`config.mk`:
```
export PLATFORM = sky130hd
export DESIGN_NAME = axi_s2m_m3
export DESIGN_NICKNAME = d
export VERILOG_FILES = /design/src/rtl/axi_ic_pkg.sv /design/src/rtl/axi_arbiter_s2m_m3.sv /design/src/rtl/axi_s2m_m3.sv
export SDC_FILE = /design/constraint.sdc
export NUM_CORES = 1
export LEC_CHECK = 0
export BUFFER_PORTS_ARGS = -buffer_cell sky130_fd_sc_hd__buf_2
export CAP_MARGIN = 15
export CORE_AREA = 2 2 86 88
export CTS_BUF_LIST = sky130_fd_sc_hd__clkbuf_4
export CTS_CLUSTER_DIAMETER = 30
export CTS_CLUSTER_SIZE = 24
export DETAILED_ROUTE_END_ITERATION = 8
export DIE_AREA = 0 0 88 90
export PLACE_DENSITY = 0.72
export SLEW_MARGIN = 15
export SYNTH_ARGS = -nofsm -noshare
export SYNTH_HDL_FRONTEND = slang
export SYNTH_SLANG_ARGS = --single-unit
export TNS_END_PERCENT = 50
```
`constraint.sdc`:
```
create_clock -name AXI_CLK -period 3.25 [get_ports AXI_CLK]
set_input_delay 0 -clock AXI_CLK [delete_from_list [all_inputs] [get_ports AXI_CLK]]
set_output_delay 0 -clock AXI_CLK [all_outputs]
set_load 0.01 [all_outputs]
```
`src/rtl/axi_ic_pkg.sv`:
```
`default_nettype none
// ============================================================================
// Module      : axi_ic_pkg
// Description : Shared constants, types and helpers for the slave-to-master
//               response routers (SID field positions, master codes,
//               arbitration modes, channel state encoding).
// Revision    : 1.0 - initial release
// ============================================================================
package axi_ic_pkg;

   // SID layout for the default master-side ID width: {slv[1:0], mid[1:0], id}
   localparam int DEF_W_ID    = 4;
   localparam int SID_MID_LSB = DEF_W_ID;
   localparam int SID_SLV_LSB = DEF_W_ID + 2;

   // Master codes carried in the SID master field (0 is never a legal master)
   localparam logic [1:0] MID_M1 = 2'd1;
   localparam logic [1:0] MID_M2 = 2'd2;
   localparam logic [1:0] MID_M3 = 2'd3;

   // Arbitration modes
   localparam logic ARB_FIXED = 1'b0;
   localparam logic ARB_RR    = 1'b1;

   // Number of slave ports served by one router
   localparam int NUM_SLV = 3;

   // Per-channel routing state
   typedef enum logic {
      CH_IDLE = 1'b0,
      CH_LOCK = 1'b1
   } ch_state_e;

   // Master field LSB inside a SID for a given master-side ID width
   function automatic int sid_mid_lsb(input int w_id);
      return w_id;
   endfunction

   // Slave field LSB inside a SID for a given master-side ID width
   function automatic int sid_slv_lsb(input int w_id);
      return w_id + 2;
   endfunction

   // (base + ofs) modulo 3, for base in 0..2 and ofs in 0..3
   function automatic logic [1:0] slv_wrap(input logic [1:0] base, input logic [1:0] ofs);
      logic [2:0] sum;
      sum = {1'b0, base} + {1'b0, ofs};
      if (sum >= 3'd3) begin
         sum = sum - 3'd3;
      end
      return sum[1:0];
   endfunction

endpackage
`default_nettype wire

```
`src/rtl/axi_arbiter_s2m_m3.sv`:
```
`default_nettype none
// ============================================================================
// Module      : axi_arbiter_s2m_m3
// Description : Three-way response arbiter with channel lock. Holds a one-hot
//               grant from the arbitration win until a handshake that carries
//               'last', then re-arbitrates on the same edge. Fixed priority
//               (S0 highest) or round robin starting after the last winner.
// Revision    : 1.0 - initial release
// ============================================================================
module axi_arbiter_s2m_m3
   import axi_ic_pkg::*;
(
   input  logic       clk,
   input  logic       rst_n,
   input  logic [2:0] req,
   input  logic       last,
   input  logic       hs,
   input  logic       arbiter_type,
   output logic [2:0] grant
);

   ch_state_e  state_q, state_d;
   logic [2:0] grant_q, grant_d;
   logic [1:0] ptr_q,   ptr_d;      // index of the most recently granted slave

   logic       w_release;
   logic [2:0] w_req_eff;
   logic [2:0] w_win_oh;
   logic [1:0] w_win_idx;
   logic [1:0] w_cand;

   // The granted slave's VALID during its releasing handshake belongs to the
   // transfer being completed, so it must not count as a fresh request;
   // otherwise a single-response slave would be re-granted and lock the channel.
   assign w_release = (state_q == CH_LOCK) & hs & last;
   assign w_req_eff = req & ~(w_release ? grant_q : 3'b000);
   assign grant     = grant_q;

   // Pick the winner among the effective requests for the active mode
   always_comb begin
      w_win_oh  = 3'b000;
      w_win_idx = 2'd0;
      w_cand    = 2'd0;
      if (arbiter_type == ARB_FIXED) begin
         for (int i = 2; i >= 0; i--) begin
            if (w_req_eff[i]) begin
               w_win_oh    = 3'b000;
               w_win_oh[i] = 1'b1;
               w_win_idx   = 2'(i);
            end
         end
      end else begin
         // Offsets 3..1 visited in reverse so the nearest slave after the pointer wins
         for (int k = 3; k >= 1; k--) begin
            w_cand = slv_wrap(ptr_q, 2'(k));
            if (w_req_eff[w_cand]) begin
               w_win_oh         = 3'b000;
               w_win_oh[w_cand] = 1'b1;
               w_win_idx        = w_cand;
            end
         end
      end
   end

   // Next-state, grant and pointer update
   always_comb begin
      state_d = state_q;
      grant_d = grant_q;
      ptr_d   = ptr_q;
      case (state_q)
         CH_IDLE: begin
            if (|w_req_eff) begin
               state_d = CH_LOCK;
               grant_d = w_win_oh;
               ptr_d   = w_win_idx;
            end
         end
         CH_LOCK: begin
            if (w_release) begin
               if (|w_req_eff) begin
                  grant_d = w_win_oh;
                  ptr_d   = w_win_idx;
               end else begin
                  state_d = CH_IDLE;
                  grant_d = 3'b000;
               end
            end
         end
         default: begin
            state_d = CH_IDLE;
            grant_d = 3'b000;
         end
      endcase
   end

   // State registers; pointer resets to S2 so the first round-robin search starts at S0
   always_ff @(posedge clk or negedge rst_n) begin
      if (!rst_n) begin
         state_q <= CH_IDLE;
         grant_q <= 3'b000;
         ptr_q   <= 2'd2;
      end else begin
         state_q <= state_d;
         grant_q <= grant_d;
         ptr_q   <= ptr_d;
      end
   end

endmodule
`default_nettype wire

```
`src/rtl/axi_s2m_m3.sv`:
```
`default_nettype none
// ============================================================================
// Module      : axi_s2m_m3
// Description : Response-path router for one master port. Collects B and R
//               responses from three slaves, forwards only those addressed to
//               MASTER_ID, strips the {slv,mid} SID prefix, locks R per burst
//               and B per beat.
// Revision    : 1.0 - initial release
// ============================================================================
module axi_s2m_m3
   import axi_ic_pkg::*;
#(
   parameter logic [1:0] MASTER_ID = 2'd1,
   parameter int         W_CID     = 4,
   parameter int         W_ID      = 4,
   parameter int         W_DATA    = 32,
   parameter int         W_SID     = W_CID + W_ID,
   parameter int         NUM_SLAVE = 3
)(
   input  logic              AXI_CLK,
   input  logic              AXI_RSTn,
   // slave 0
   input  logic [W_SID-1:0]  S0_BID,
   input  logic [1:0]        S0_BRESP,
   input  logic              S0_BVALID,
   output logic              S0_BREADY,
   input  logic [W_SID-1:0]  S0_RID,
   input  logic [W_DATA-1:0] S0_RDATA,
   input  logic [1:0]        S0_RRESP,
   input  logic              S0_RLAST,
   input  logic              S0_RVALID,
   output logic              S0_RREADY,
   // slave 1
   input  logic [W_SID-1:0]  S1_BID,
   input  logic [1:0]        S1_BRESP,
   input  logic              S1_BVALID,
   output logic              S1_BREADY,
   input  logic [W_SID-1:0]  S1_RID,
   input  logic [W_DATA-1:0] S1_RDATA,
   input  logic [1:0]        S1_RRESP,
   input  logic              S1_RLAST,
   input  logic              S1_RVALID,
   output logic              S1_RREADY,
   // slave 2
   input  logic [W_SID-1:0]  S2_BID,
   input  logic [1:0]        S2_BRESP,
   input  logic              S2_BVALID,
   output logic              S2_BREADY,
   input  logic [W_SID-1:0]  S2_RID,
   input  logic [W_DATA-1:0] S2_RDATA,
   input  logic [1:0]        S2_RRESP,
   input  logic              S2_RLAST,
   input  logic              S2_RVALID,
   output logic              S2_RREADY,
   // master
   output logic [W_ID-1:0]   M_BID,
   output logic [1:0]        M_BRESP,
   output logic              M_BVALID,
   input  logic              M_BREADY,
   output logic [W_ID-1:0]   M_RID,
   output logic [W_DATA-1:0] M_RDATA,
   output logic [1:0]        M_RRESP,
   output logic              M_RLAST,
   output logic              M_RVALID,
   input  logic              M_RREADY,
   // control
   input  logic              arbiter_type,
   input  logic              channel_en
);

   localparam int MID_LSB = sid_mid_lsb(W_ID);
   localparam int SLV_LSB = sid_slv_lsb(W_ID);

   logic [W_SID-1:0]     w_bid   [NUM_SLAVE];
   logic [1:0]           w_bresp [NUM_SLAVE];
   logic [W_SID-1:0]     w_rid   [NUM_SLAVE];
   logic [W_DATA-1:0]    w_rdata [NUM_SLAVE];
   logic [1:0]           w_rresp [NUM_SLAVE];
   logic [NUM_SLAVE-1:0] w_bvalid, w_rvalid, w_rlast;
   logic [NUM_SLAVE-1:0] w_b_req, w_r_req;
   logic [NUM_SLAVE-1:0] w_b_grant, w_r_grant;
   logic                 w_b_hs, w_r_hs;
   logic                 unused_slv_bits;

   assign w_bid[0]   = S0_BID;    assign w_bid[1]   = S1_BID;    assign w_bid[2]   = S2_BID;
   assign w_bresp[0] = S0_BRESP;  assign w_bresp[1] = S1_BRESP;  assign w_bresp[2] = S2_BRESP;
   assign w_rid[0]   = S0_RID;    assign w_rid[1]   = S1_RID;    assign w_rid[2]   = S2_RID;
   assign w_rdata[0] = S0_RDATA;  assign w_rdata[1] = S1_RDATA;  assign w_rdata[2] = S2_RDATA;
   assign w_rresp[0] = S0_RRESP;  assign w_rresp[1] = S1_RRESP;  assign w_rresp[2] = S2_RRESP;
   assign w_bvalid   = {S2_BVALID, S1_BVALID, S0_BVALID};
   assign w_rvalid   = {S2_RVALID, S1_RVALID, S0_RVALID};
   assign w_rlast    = {S2_RLAST,  S1_RLAST,  S0_RLAST};

   // A slave requests only when its response carries this master's code
   for (genvar i = 0; i < NUM_SLAVE; i++) begin : g_req
      assign w_b_req[i] = channel_en & w_bvalid[i] &
                          (w_bid[i][SLV_LSB-1:MID_LSB] == MASTER_ID);
      assign w_r_req[i] = channel_en & w_rvalid[i] &
                          (w_rid[i][SLV_LSB-1:MID_LSB] == MASTER_ID);
   end

   // The slave field is routing information only and is not forwarded
   always_comb begin
      unused_slv_bits = 1'b0;
      for (int i = 0; i < NUM_SLAVE; i++) begin
         unused_slv_bits = unused_slv_bits ^ (^w_bid[i][W_SID-1:SLV_LSB])
                                           ^ (^w_rid[i][W_SID-1:SLV_LSB]);
      end
   end

   assign w_r_hs = M_RVALID & M_RREADY;
   assign w_b_hs = M_BVALID & M_BREADY;

   // R stays locked for the whole burst
   axi_arbiter_s2m_m3 u_arb_r (
      .clk          (AXI_CLK),
      .rst_n        (AXI_RSTn),
      .req          (w_r_req),
      .last         (M_RLAST),
      .hs           (w_r_hs),
      .arbiter_type (arbiter_type),
      .grant        (w_r_grant)
   );

   // B is a single beat, so every handshake releases
   axi_arbiter_s2m_m3 u_arb_b (
      .clk          (AXI_CLK),
      .rst_n        (AXI_RSTn),
      .req          (w_b_req),
      .last         (1'b1),
      .hs           (w_b_hs),
      .arbiter_type (arbiter_type),
      .grant        (w_b_grant)
   );

   // Read channel mux: granted slave drives the master, zeros when nothing is granted
   always_comb begin
      M_RVALID = 1'b0;
      M_RID    = '0;
      M_RDATA  = '0;
      M_RRESP  = 2'b00;
      M_RLAST  = 1'b0;
      for (int i = 0; i < NUM_SLAVE; i++) begin
         if (w_r_grant[i]) begin
            M_RVALID = w_rvalid[i];
            M_RID    = w_rid[i][W_ID-1:0];
            M_RDATA  = w_rdata[i];
            M_RRESP  = w_rresp[i];
            M_RLAST  = w_rlast[i];
         end
      end
   end

   // Write-response mux: granted slave drives the master, zeros when nothing is granted
   always_comb begin
      M_BVALID = 1'b0;
      M_BID    = '0;
      M_BRESP  = 2'b00;
      for (int i = 0; i < NUM_SLAVE; i++) begin
         if (w_b_grant[i]) begin
            M_BVALID = w_bvalid[i];
            M_BID    = w_bid[i][W_ID-1:0];
            M_BRESP  = w_bresp[i];
         end
      end
   end

   // Only the granted slave sees the master's READY
   assign S0_RREADY = w_r_grant[0] & M_RREADY;
   assign S1_RREADY = w_r_grant[1] & M_RREADY;
   assign S2_RREADY = w_r_grant[2] & M_RREADY;
   assign S0_BREADY = w_b_grant[0] & M_BREADY;
   assign S1_BREADY = w_b_grant[1] & M_BREADY;
   assign S2_BREADY = w_b_grant[2] & M_BREADY;

endmodule
`default_nettype wire
```
### After elaboration in Yosys (flattened, before gate mapping)

Index checks and enable logic that the tools add are counted.

| storage, ports and cells | value |
|---|---|
| flip-flop bits (word level) | 12 |
| input port bits | 171 |
| output and inout bits | 53 |
| logic and storage cells | 195 |

| cells by class | value |
|---|---|
| $add $sub $neg | 12 |
| magnitude comparators | 18 |
| eq/ne operators | 10 |
| multiplexer cells | 110 |
| bitwise operators | 29 |
| reduce and logical (&&, ||, !) cells | 10 |

Operators by type and width:

| cell | number |
|---|---|
| 32-bit 2-to-1 mux | 3 |
| 2-bit 2-to-1 mux | 36 |
| 3-bit 2-to-1 mux | 22 |
| 1-bit 2-to-1 mux | 25 |
| 4-bit 2-to-1 mux | 6 |
| 1-bit bitwise AND | 23 |
| 3-bit by 2-bit >= comparator with 1-bit output (second input constant) | 6 |
| 2-bit by 3-bit < comparator with 1-bit output (second input constant) | 6 |
| 2-bit by 2-bit adder with 3-bit output (second input constant) | 4 |
| 1-bit binary-select mux with 2-bit select | 6 |
| 1-bit demux with 2-bit select | 6 |
| 2-bit by 1-bit equality test with 1-bit output (second input constant) | 6 |
| 2-bit by 1-bit >= comparator with 1-bit output (second input constant) | 6 |
| 3-bit one-hot mux with 2 select lines | 2 |
| 2-bit subtractor (second input constant) | 6 |
| 2-bit one-hot mux with 2 select lines | 2 |
| 2-bit by 1-bit adder with 3-bit output (second input constant) | 2 |
| 3-bit bitwise AND | 2 |
| 1-bit logical AND | 6 |
| 3-bit inverter | 2 |
| 3-bit OR reduction | 2 |
| 2-bit by 1-bit inequality test with 1-bit output (second input constant) | 2 |
| 2-bit inequality test (second input constant) | 2 |
| 1-bit one-hot mux with 2 select lines | 2 |
| other kinds (2) | 4 |

### Depth between registers and ports, before layout

Gate-level depths: netlist of run 1.

| depth | value |
|---|---|
| depth in word-level cells | 18 |
| depth in mapped cells | 9 |
| gate-level depth less buffers | 8 |

### By module

Synthesis of run 1 repeated with hierarchy kept, for this count alone.

| second synthesis, totals | value |
|---|---|
| cell total of the unflattened synthesis | 405 |
| area total of the unflattened synthesis | 2,842.7 sq um |

Modules (own cells, without submodules):

| module | times used | cells each | area each (sq um) | sequential area each (sq um) |
|---|---|---|---|---|
| axi_s2m_m3 | 1 | 231 | 1,426.4 | 0.0 |
| axi_arbiter_s2m_m3 at u_arb_b | 1 | 90 | 728.2 | 151.4 |
| axi_arbiter_s2m_m3 at u_arb_r | 1 | 84 | 688.2 | 151.4 |

### Worst setup path before layout of run 1

No wires, ideal clock.

| timing | value |
|---|---|
| path kind | register to register |
| from | reg u_arb_r.ptr_q[0] |
| to | reg u_arb_r.grant_q[2] (netlist: u_arb_r.grant[2]) |
| arrival | 2.100 ns |
| data required time | 3.130 ns |
| path slack | 1.031 ns |
| stages on the path, launching flop included | 10 |
| buffers on the path | 1 |
| period minus slack after synthesis | 2.219 ns |
| cells stage by stage | dfrtp_1 inv_1 ha_1 clkbuf_1 o31ai_1 a211oi_1 a31oi_1 a21bo_1 a2111o_1 a31o_1 |

| on the way | value |
|---|---|
| cells in the longest elaborated chain, start to end | 15 |
| elaborated cells between the ends (all ways) | 44 |

Ends and longest elaborated chain:

| what | line | source |
|---|---|---|
| start, declared | axi_arbiter_s2m_m3.sv:24 | `logic [1:0] ptr_q, ptr_d;` |
| start signal, assigned | axi_arbiter_s2m_m3.sv:105 | `ptr_q <= ptr_d;` |
| 2-bit by 2-bit adder with 3-bit output | axi_ic_pkg.sv:47 | `sum = {1'b0, base} + {1'b0, ofs};` |
| 3-bit by 2-bit >= comparator with 1-bit output / 2-bit subtractor (equally long branches) | axi_ic_pkg.sv:48, axi_ic_pkg.sv:49 |  |
| 2-bit 2-to-1 mux | axi_ic_pkg.sv:48 | `if (sum >= 3'd3) begin` |
| 2-bit 2-to-1 mux | axi_arbiter_s2m_m3.sv:44 | `if (arbiter_type == ARB_FIXED) begin` |
| 2-bit by 3-bit < comparator with 1-bit output (not written as such) / 2-bit by 1-bit >= comparator with 1-bit output (equally long branches) | axi_arbiter_s2m_m3.sv:58 | `w_win_oh[w_cand] = 1'b1;` |
| 1-bit logical AND (not written as such) | axi_arbiter_s2m_m3.sv:58 |  |
| 1-bit 2-to-1 mux (not written as such) | axi_arbiter_s2m_m3.sv:58 |  |
| 1-bit demux with 2-bit select | - |  |
| 3-bit 2-to-1 mux (2 in series) | axi_arbiter_s2m_m3.sv:56 | `if (w_req_eff[w_cand]) begin` |
| 3-bit 2-to-1 mux * | axi_arbiter_s2m_m3.sv:56 |  |
| 3-bit 2-to-1 mux * | axi_arbiter_s2m_m3.sv:44 |  |
| 3-bit 2-to-1 mux | axi_arbiter_s2m_m3.sv:80 | `if (\|w_req_eff) begin` |
| 3-bit 2-to-1 mux | axi_arbiter_s2m_m3.sv:79 | `if (w_release) begin` |
| 3-bit one-hot mux with 2 select lines * | axi_arbiter_s2m_m3.sv:70 | `case (state_q)` |
| end signal, assigned | axi_arbiter_s2m_m3.sv:104 | `grant_q <= grant_d;` |
| end, declared | axi_arbiter_s2m_m3.sv:23 | `logic [2:0] grant_q, grant_d;` |

Every way passes the cells marked *; elsewhere a longest branch is shown, timed or not. The select of a mux whose other input is x is not followed.
A chain may end at the register's enable or synchronous reset.

### Worst setup path in the final report of run 1

| timing | value |
|---|---|
| from | reg u_arb_r.grant_q[1] (netlist: u_arb_r.grant[1]) |
| to | reg u_arb_r.grant_q[2] (netlist: u_arb_r.grant[2]) |

| on the way | value |
|---|---|
| cells in the longest elaborated chain, start to end | 17 |
| elaborated cells between the ends (all ways) | 31 |

Ends and longest elaborated chain:

| what | line | source |
|---|---|---|
| 1-bit 2-to-1 mux (2 in series) | axi_s2m_m3.sv:144 | `if (w_r_grant[i]) begin` |
| 1-bit bitwise AND | axi_s2m_m3.sv:111 | `assign w_r_hs = M_RVALID & M_RREADY;` |
| 1-bit bitwise AND (2 in series) | axi_arbiter_s2m_m3.sv:35 | `assign w_release = (state_q == CH_LOCK) & hs & last;` |
| 3-bit 2-to-1 mux | axi_arbiter_s2m_m3.sv:36 | `assign w_req_eff = req & ~(w_release ? grant_q : 3'b000);` |
| 3-bit inverter | axi_arbiter_s2m_m3.sv:36 |  |
| 3-bit bitwise AND | axi_arbiter_s2m_m3.sv:36 |  |
| 1-bit binary-select mux with 2-bit select | axi_arbiter_s2m_m3.sv:56 |  |
| 1-bit 2-to-1 mux (not written as such) | axi_arbiter_s2m_m3.sv:56 |  |
| 3-bit 2-to-1 mux (3 in series) | axi_arbiter_s2m_m3.sv:56 |  |
| 3-bit 2-to-1 mux | axi_arbiter_s2m_m3.sv:44 |  |
| 3-bit 2-to-1 mux | axi_arbiter_s2m_m3.sv:80 |  |
| 3-bit 2-to-1 mux | axi_arbiter_s2m_m3.sv:79 |  |
| 3-bit one-hot mux with 2 select lines | axi_arbiter_s2m_m3.sv:70 |  |

Parallel ways exist; a longest one is shown, timed or not. The select of a mux whose other input is x is not followed.

==> results.ini, run 1 <==
[logic_synthesis]
yosysUniqueCellTypes=57
ys_seq_area_share_pct=12.9
ys_seq_elements=12
synthArstFlopShare_pct=100
synth_fp_nets=532
yosysMostFrequentCell=nand2_1
synthFlopType=dfrtp_1
synth-edff-count=0
yosysTopAreaCell=a22oi_1
synth_warnings=0
synth_area_leaders=a22oi_1 (14%), o21ai_0 (11%), nand2_1 (11%)
synthDominantCellAreaShare_pct=14.4
syn-cell-area_sq_mm=0.00235
synth_common_cells=nand2_1 (69), o21ai_0 (53), a22oi_1 (45), clkbuf_1 (20)
synthCells=351
avgSynthCellArea_sq_um=6.70

[sta]
tightest_slew_ps=657
post-route-period-util_pct=81.1
period_needed_ps=2640
fmax_mhz=379
report.final.hold_viol_count=0
final-setup-viol-count=0
setup_ws_ps=614
rsz0062_at_grt=false
clock_skew_ps=0.654
whs_ps=101
drv_slew=0
slew_headroom_pct=55.7
setup-tns-final_ps=0

[routing]
drc_errors=0
wire_per_inst_um=14.9
routed_wl_um=9660
avgViaCountPerCell=5.29
ant_nets=0
drtIter0Drc=179
first_pass_iters=5
vias=3417

[place]
gp_congestion=0.881
dp_slack_ps=684
dp_hpwl_um=7900
io_buffers=211
dpl_cell_area_sq_mm=0.00347
dpl.cell_count=640

[global_route]
antenna_found_initial=1
grt_pass1_vias=2984
grt_pass1_wl_um=14200
grt-ovfl-total=0
grt_max_degree=56
grt_util_all_layers_pct=21.8

[worst_setup_path]
path_cells=buf_4, nand3b_1, a21oi_4, a21oi_2, mux2i_1, a21bo_1, a2111o_1, a31o_1
crit_fanout=14
slowest_stage=dfrtp_1
crit_type=reg2reg
cp-start-kind=flip-flop
critPathMaxStageDelay_ps=640
cp.required_ps=3410
cp-end-kind=flip-flop
cp.arrival_ps=2800

[floorplan]
fp.dieH_um=90
placementRows=31
initial_utilization_pct=33.5
die_area_sq_mm=0.00792
ios=224
die_w_um=88
design.core.area_sq_mm=0.00702

[clocking]
cts_root_buf=clkbuf_4
cts_tree=built
numCtsBuffers=3
cts_resized=0
clock-sinks=12
insertion_delay_ps=270
hold_buffers=1
cts.reportedPaths.clkPinSlew_ps=80
clock_path_buffers=2
htreeDepth=1
postCtsSetupBuffers=0

[layout]
finalNonFillerCells=646
area_growth_syn_to_layout_pct=49.0
drive_above_1_share_pct=43.2
final_cell_area_sq_mm=0.00350
nets=728

[status]
status=finished, final reports clean

[job]
max_cap_violations=0

[power]
power_density_mw_per_mm2=622
ir_drop_v=0.000340
p_leak_nw=1.73

[worst_hold_path]
hold_path_class=in2reg

power by group:
group | switching, mW | leakage, nW | internal, mW
clock network | 0.0502 | 0.0154 | 0.0444
logic | 1.00 | 1.57 | 0.714
registers | 0.149 | 0.146 | 0.220
state kept, by name, summed over array words and instances (netlist names):
signal / cells
u_arb_r.state_q: 1
u_arb_b.ptr_q: 2
u_arb_b.state_q: 1
u_arb_r.grant: 3
u_arb_r.ptr_q: 2
u_arb_b.grant: 3
logic make-up after synthesis:
kind of cell,after synthesis,synth area share (%)
adder cells (fa/ha/maj),10,5.32
buffers and inverters,33,5.53
multiplexers,4,1.70
AND/OR/NAND/NOR,129,26.6
AO/OA/AOI/OAI,163,48.0
flip-flops,12,12.9
routing by layer:
metal	share of wire [%]	GRT usage, %
met2	48	35.6
met3	8.1	3.67
met5	0	0
met1	42	30.1
met4	1.3	3.97
critical path: cells and delay by family, from the launching register on:
| kind | cells | cell delay [ps] |
|---|---|---|
| AO/OA/AOI/OAI | 5 | 1290 |
| AND/OR/NAND/NOR | 1 | 170 |
| buffers and inverters | 1 | 270 |
| multiplexers | 1 | 160 |
| flip-flops | 1 | 640 |
worst paths after layout:
check	startpoint	to	slack [ps]	depth (start not counted)
worst min-delay path	M_BREADY	u_arb_b.state_q	100	4
worst max-delay path	u_arb_r.grant[1]	u_arb_r.grant[2]	610	8
worst min register to register	u_arb_b.state_q	u_arb_b.state_q	560	2
worst max register to register	u_arb_r.grant[1]	u_arb_r.grant[2]	610	8
min in group asynchronous	AXI_RSTn	u_arb_b.ptr_q[0]	130	2
max in group asynchronous	AXI_RSTn	u_arb_r.ptr_q[1]	2850	2
through the flow:
step / power (mW) / utilization, %
3_3_place_gp: 2.03 / 49.4
4_1_cts: 2.18 / 49.9
3_5_place_dp: 2.07 / 49.4
2_1_floorplan: 1.46 / -
5_1_grt: 2.40 / 49.9
6_report: 2.18 / 49.9
cells in the final DEF, fill, tap and decap left out, types with 2 or more instances in the layout:
cell type    n
a211oi_1     4
nor4_1       2
o31ai_1      3
a22o_1       2
nor2_1      14
a22oi_1     45
a32o_1       2
dfstp_2      2
and2_1       8
nand3b_1     2
buf_4        4
a211o_1      3
a21oi_2      5
nor3_1       4
ha_1        10
o22ai_1      3
clkbuf_4     3
nand4b_1     5
o211ai_1     2
nand2b_1     2
a21oi_1     15
o21a_1       3
nand4_1      5
nand2_1     69
dfrtp_1      9
nor2b_1      3
o21ai_1      2
and3_1       5
buf_2      211
or2_2        2
and4b_1      2
o21ai_0     53
nand3_1      2
inv_1        8
mux2i_1      4
a21o_1       4
final cells by class:
| type | instances | area, sq um |
|---|---|---|
| Fill cell | 716 | 3520 |
| Multi-Input combinational cell | 306 | 1920 |
| Timing Repair Buffer | 216 | 1100 |
| Sequential cell | 12 | 304 |
| Tap cell | 99 | 124 |
| Inverter | 8 | 30.0 |
| Clock buffer | 3 | 22.5 |
| Clock inverter | 1 | 3.75 |
| Antenna cell | 1 | 2.50 |
Power figures use the tool's default switching activity.
==> inputs of run 2 (changes only) <==
--- a/config.mk
+++ b/config.mk
@@ -7,12 +7,12 @@
 export LEC_CHECK = 0
 export BUFFER_PORTS_ARGS = -buffer_cell sky130_fd_sc_hd__buf_2
 export CAP_MARGIN = 15
-export CORE_AREA = 2 2 86 88
+export CORE_AREA = 2 2 88 90
 export CTS_BUF_LIST = sky130_fd_sc_hd__clkbuf_4
 export CTS_CLUSTER_DIAMETER = 30
 export CTS_CLUSTER_SIZE = 24
 export DETAILED_ROUTE_END_ITERATION = 8
-export DIE_AREA = 0 0 88 90
+export DIE_AREA = 0 0 90 92
 export PLACE_DENSITY = 0.72
 export SLEW_MARGIN = 15
 export SYNTH_ARGS = -nofsm -noshare
==> constraint.sdc (replaced) <==
create_clock -name AXI_CLK -period 2.4 [get_ports AXI_CLK]
set_input_delay 0 -clock AXI_CLK [delete_from_list [all_inputs] [get_ports AXI_CLK]]
set_output_delay 0 -clock AXI_CLK [all_outputs]
set_load 0.01 [all_outputs]
==> run 2 against run 1 <==
Effect of this change:
- sequential share of layout area down 0.47 points
- die area up 4.5%
- final cell count up 4.3%
- clock power up 40%
- total power up 46%
- flip-flop and latch count unchanged
- fmax up 13%
- first-iteration DRC count down 11%
- sequential power up 3%
- non-clock buffer count up 26
- core utilization up 0.063 points
- clock skew up 5.1 ps
- critical endpoint unchanged
- largest cell class unchanged
==> results.ini, run 2 (same netlist as run 1, synthesis figures left out) <==
[routing]
vias=3465  ; was 3,417
wl_met3_um=703  ; was 782 um
met1_length_um=4140  ; was 4100 um
wire_per_inst_um=14.2  ; was 14.9 um
met2WireLength_um=4710  ; was 4650 um
first_pass_iters=4  ; was 5
avgViaCountPerCell=5.14  ; was 5.29
ant_nets=0  ; unchanged
routed_wl_um=9600  ; was 9660 um
drtIter0Drc=160  ; was 179
top_layer_used=met4  ; unchanged
drc_errors=0  ; unchanged

[global_route]
antenna_found_initial=0  ; was 1
grt_max_degree=52  ; was 56
grt_util_all_layers_pct=21.3  ; was 21.8%
grt_pass1_vias=3160  ; was 2,984
grt_pass1_wl_um=15100  ; was 14,200 um
grt-ovfl-total=0  ; unchanged

[worst_setup_path]
rr_worst_depth=7  ; was 8
r2r_slack_ps=70  ; was 610 ps
endpoint=u_arb_r.grant[2]  ; unchanged
cp-end-kind=flip-flop  ; unchanged
cp-start-kind=flip-flop  ; unchanged
crit_fanout=5  ; was 14
crit_start=u_arb_r.grant[1]  ; unchanged
reg2reg_from=u_arb_r.grant[1]  ; unchanged
cp.required_ps=2570  ; was 3410 ps
cp.arrival_ps=2500  ; was 2800 ps
crit_type=reg2reg  ; unchanged
rr_endpoint=u_arb_r.grant[2]  ; unchanged

[floorplan]
design.core.area_sq_mm=0.00745  ; was 0.00702 sq mm
ios=224  ; unchanged
placementRows=32  ; was 31
fp.dieH_um=92  ; was 90 um
initial_utilization_pct=31.6  ; was 33.5%
die_w_um=90  ; was 88 um
die_area_sq_mm=0.00828  ; was 0.00792 sq mm

[place]
io_buffers=211  ; unchanged
dpl.cell_count=668  ; was 640
dp_slack_ps=61.4  ; was 684 ps
gp_congestion=0.925  ; was 0.881
dp_hpwl_um=8010  ; was 7900 um

[clocking]
htreeDepth=1  ; unchanged
cts_tree=built  ; unchanged
numCtsBuffers=3  ; unchanged
insertion_delay_ps=280  ; was 270 ps
clock_path_buffers=2  ; unchanged
cts.reportedPaths.clkPinSlew_ps=80  ; about the same
cts_root_buf=clkbuf_4  ; unchanged
clock-sinks=12  ; unchanged

[sta]
setup-tns-final_ps=0  ; unchanged
clock_skew_ps=5.80  ; was 0.654 ps
report.final.hold_viol_count=0  ; unchanged
post-route-period-util_pct=97.1  ; was 81.1%
setup_ws_ps=70.4  ; was 614 ps
period_needed_ps=2330  ; was 2640 ps
final-setup-viol-count=0  ; unchanged
fmax_mhz=429  ; was 379 MHz
drv_slew=0  ; unchanged
tightest_slew_ps=543  ; was 657 ps
slew_headroom_pct=63.8  ; was 55.7%

[layout]
area_growth_syn_to_layout_pct=58.2  ; was 49.0%
most-common-layout-cells=buf_2 (211), nand2_1 (69), o21ai_0 (53)  ; unchanged
layout_commonest_cell=buf_2  ; unchanged
finalNonFillerCells=674  ; was 646
nets=754  ; was 728
antenna_cells=0  ; was 1
drive_above_1_share_pct=46.5  ; was 43.2%

[power]
power_density_mw_per_mm2=854  ; was 622 mW/mm^2
ir_drop_v=0.000487  ; was 0.000340 V
p_leak_nw=1.86  ; was 1.73 nW

[job]
max_cap_violations=0  ; unchanged

[status]
status=finished, final reports clean  ; unchanged

[worst_hold_path]
hold_path_class=in2reg  ; unchanged

## run 2: cell types whose count changed in the layout (fill, tap and decap cells not counted), sizes merged
cell | previous run | this run
diode | 1 | 0
buf | 215 | 241
## run 2: what timing repair did
action	in CTS	in global routing
setup buffers	0	1
hold buffers	1	0
endpoints found under the hold margin	12	0
resized for setup	0	6
endpoints found under the setup margin	0	1
## run 2: area by class of cell
class,instances,area (sq um)
fill,748,3720
multi-input combinational,306,1940
timing repair buffer,242,1290
sequential,12,305
tap,102,128
inverter,8,30.0
clock buffer,3,22.5
clock inverter,1,3.75
## run 2: metal layers
| layer | vias to the layer above | GRT usage, % |
|---|---|---|
| met5 | - | 0 |
| met4 | 0 | 1.28 |
| met3 | 4 | 3.37 |
| met2 | 137 | 36.8 |
| met1 | 1551 | 29.5 |
| li1 | 1773 | - |
## run 2: through the flow
step	power, mW	utilization [%]	hold slack (ps)	cell area [sq um]
CTS	3.16	49.6	97.6	3690
finish	3.18	50.0	98.5	3720
floorplan	1.98	-	-296	2350
detailed placement	3.01	49.1	-103	3660
global placement	2.97	49.1	-103	3660
global route	3.51	50.0	127	3720
## run 2: power breakdown
group	internal [mW]	switching, mW	total, mW
Sequential	0.301	0.0771	0.379
Clock	0.0603	0.0718	0.132
Combinational	1.14	1.53	2.67
## run 2: how the worst min path moves through the flow
stage                        to     start  cells after the start
5_1_grt         u_arb_b.state_q  M_BREADY                      4
3_3_place_gp   u_arb_r.ptr_q[0]  AXI_RSTn                      1
6_report        u_arb_b.state_q  M_BREADY                      4
4_1_cts         u_arb_b.state_q  M_BREADY                      4
2_1_floorplan  u_arb_b.grant[0]  AXI_RSTn                      0
3_5_place_dp   u_arb_r.ptr_q[0]  AXI_RSTn                      1
## run 2: worst max-delay path, cell delays in order, from the launching register on
cell and delay, ps:
dfrtp_2 440, nand3b_1 230, a2111oi_4 420, a211oi_2 120, a31oi_1 160, a21bo_2 260
a2111o_1 420, a31o_1 180
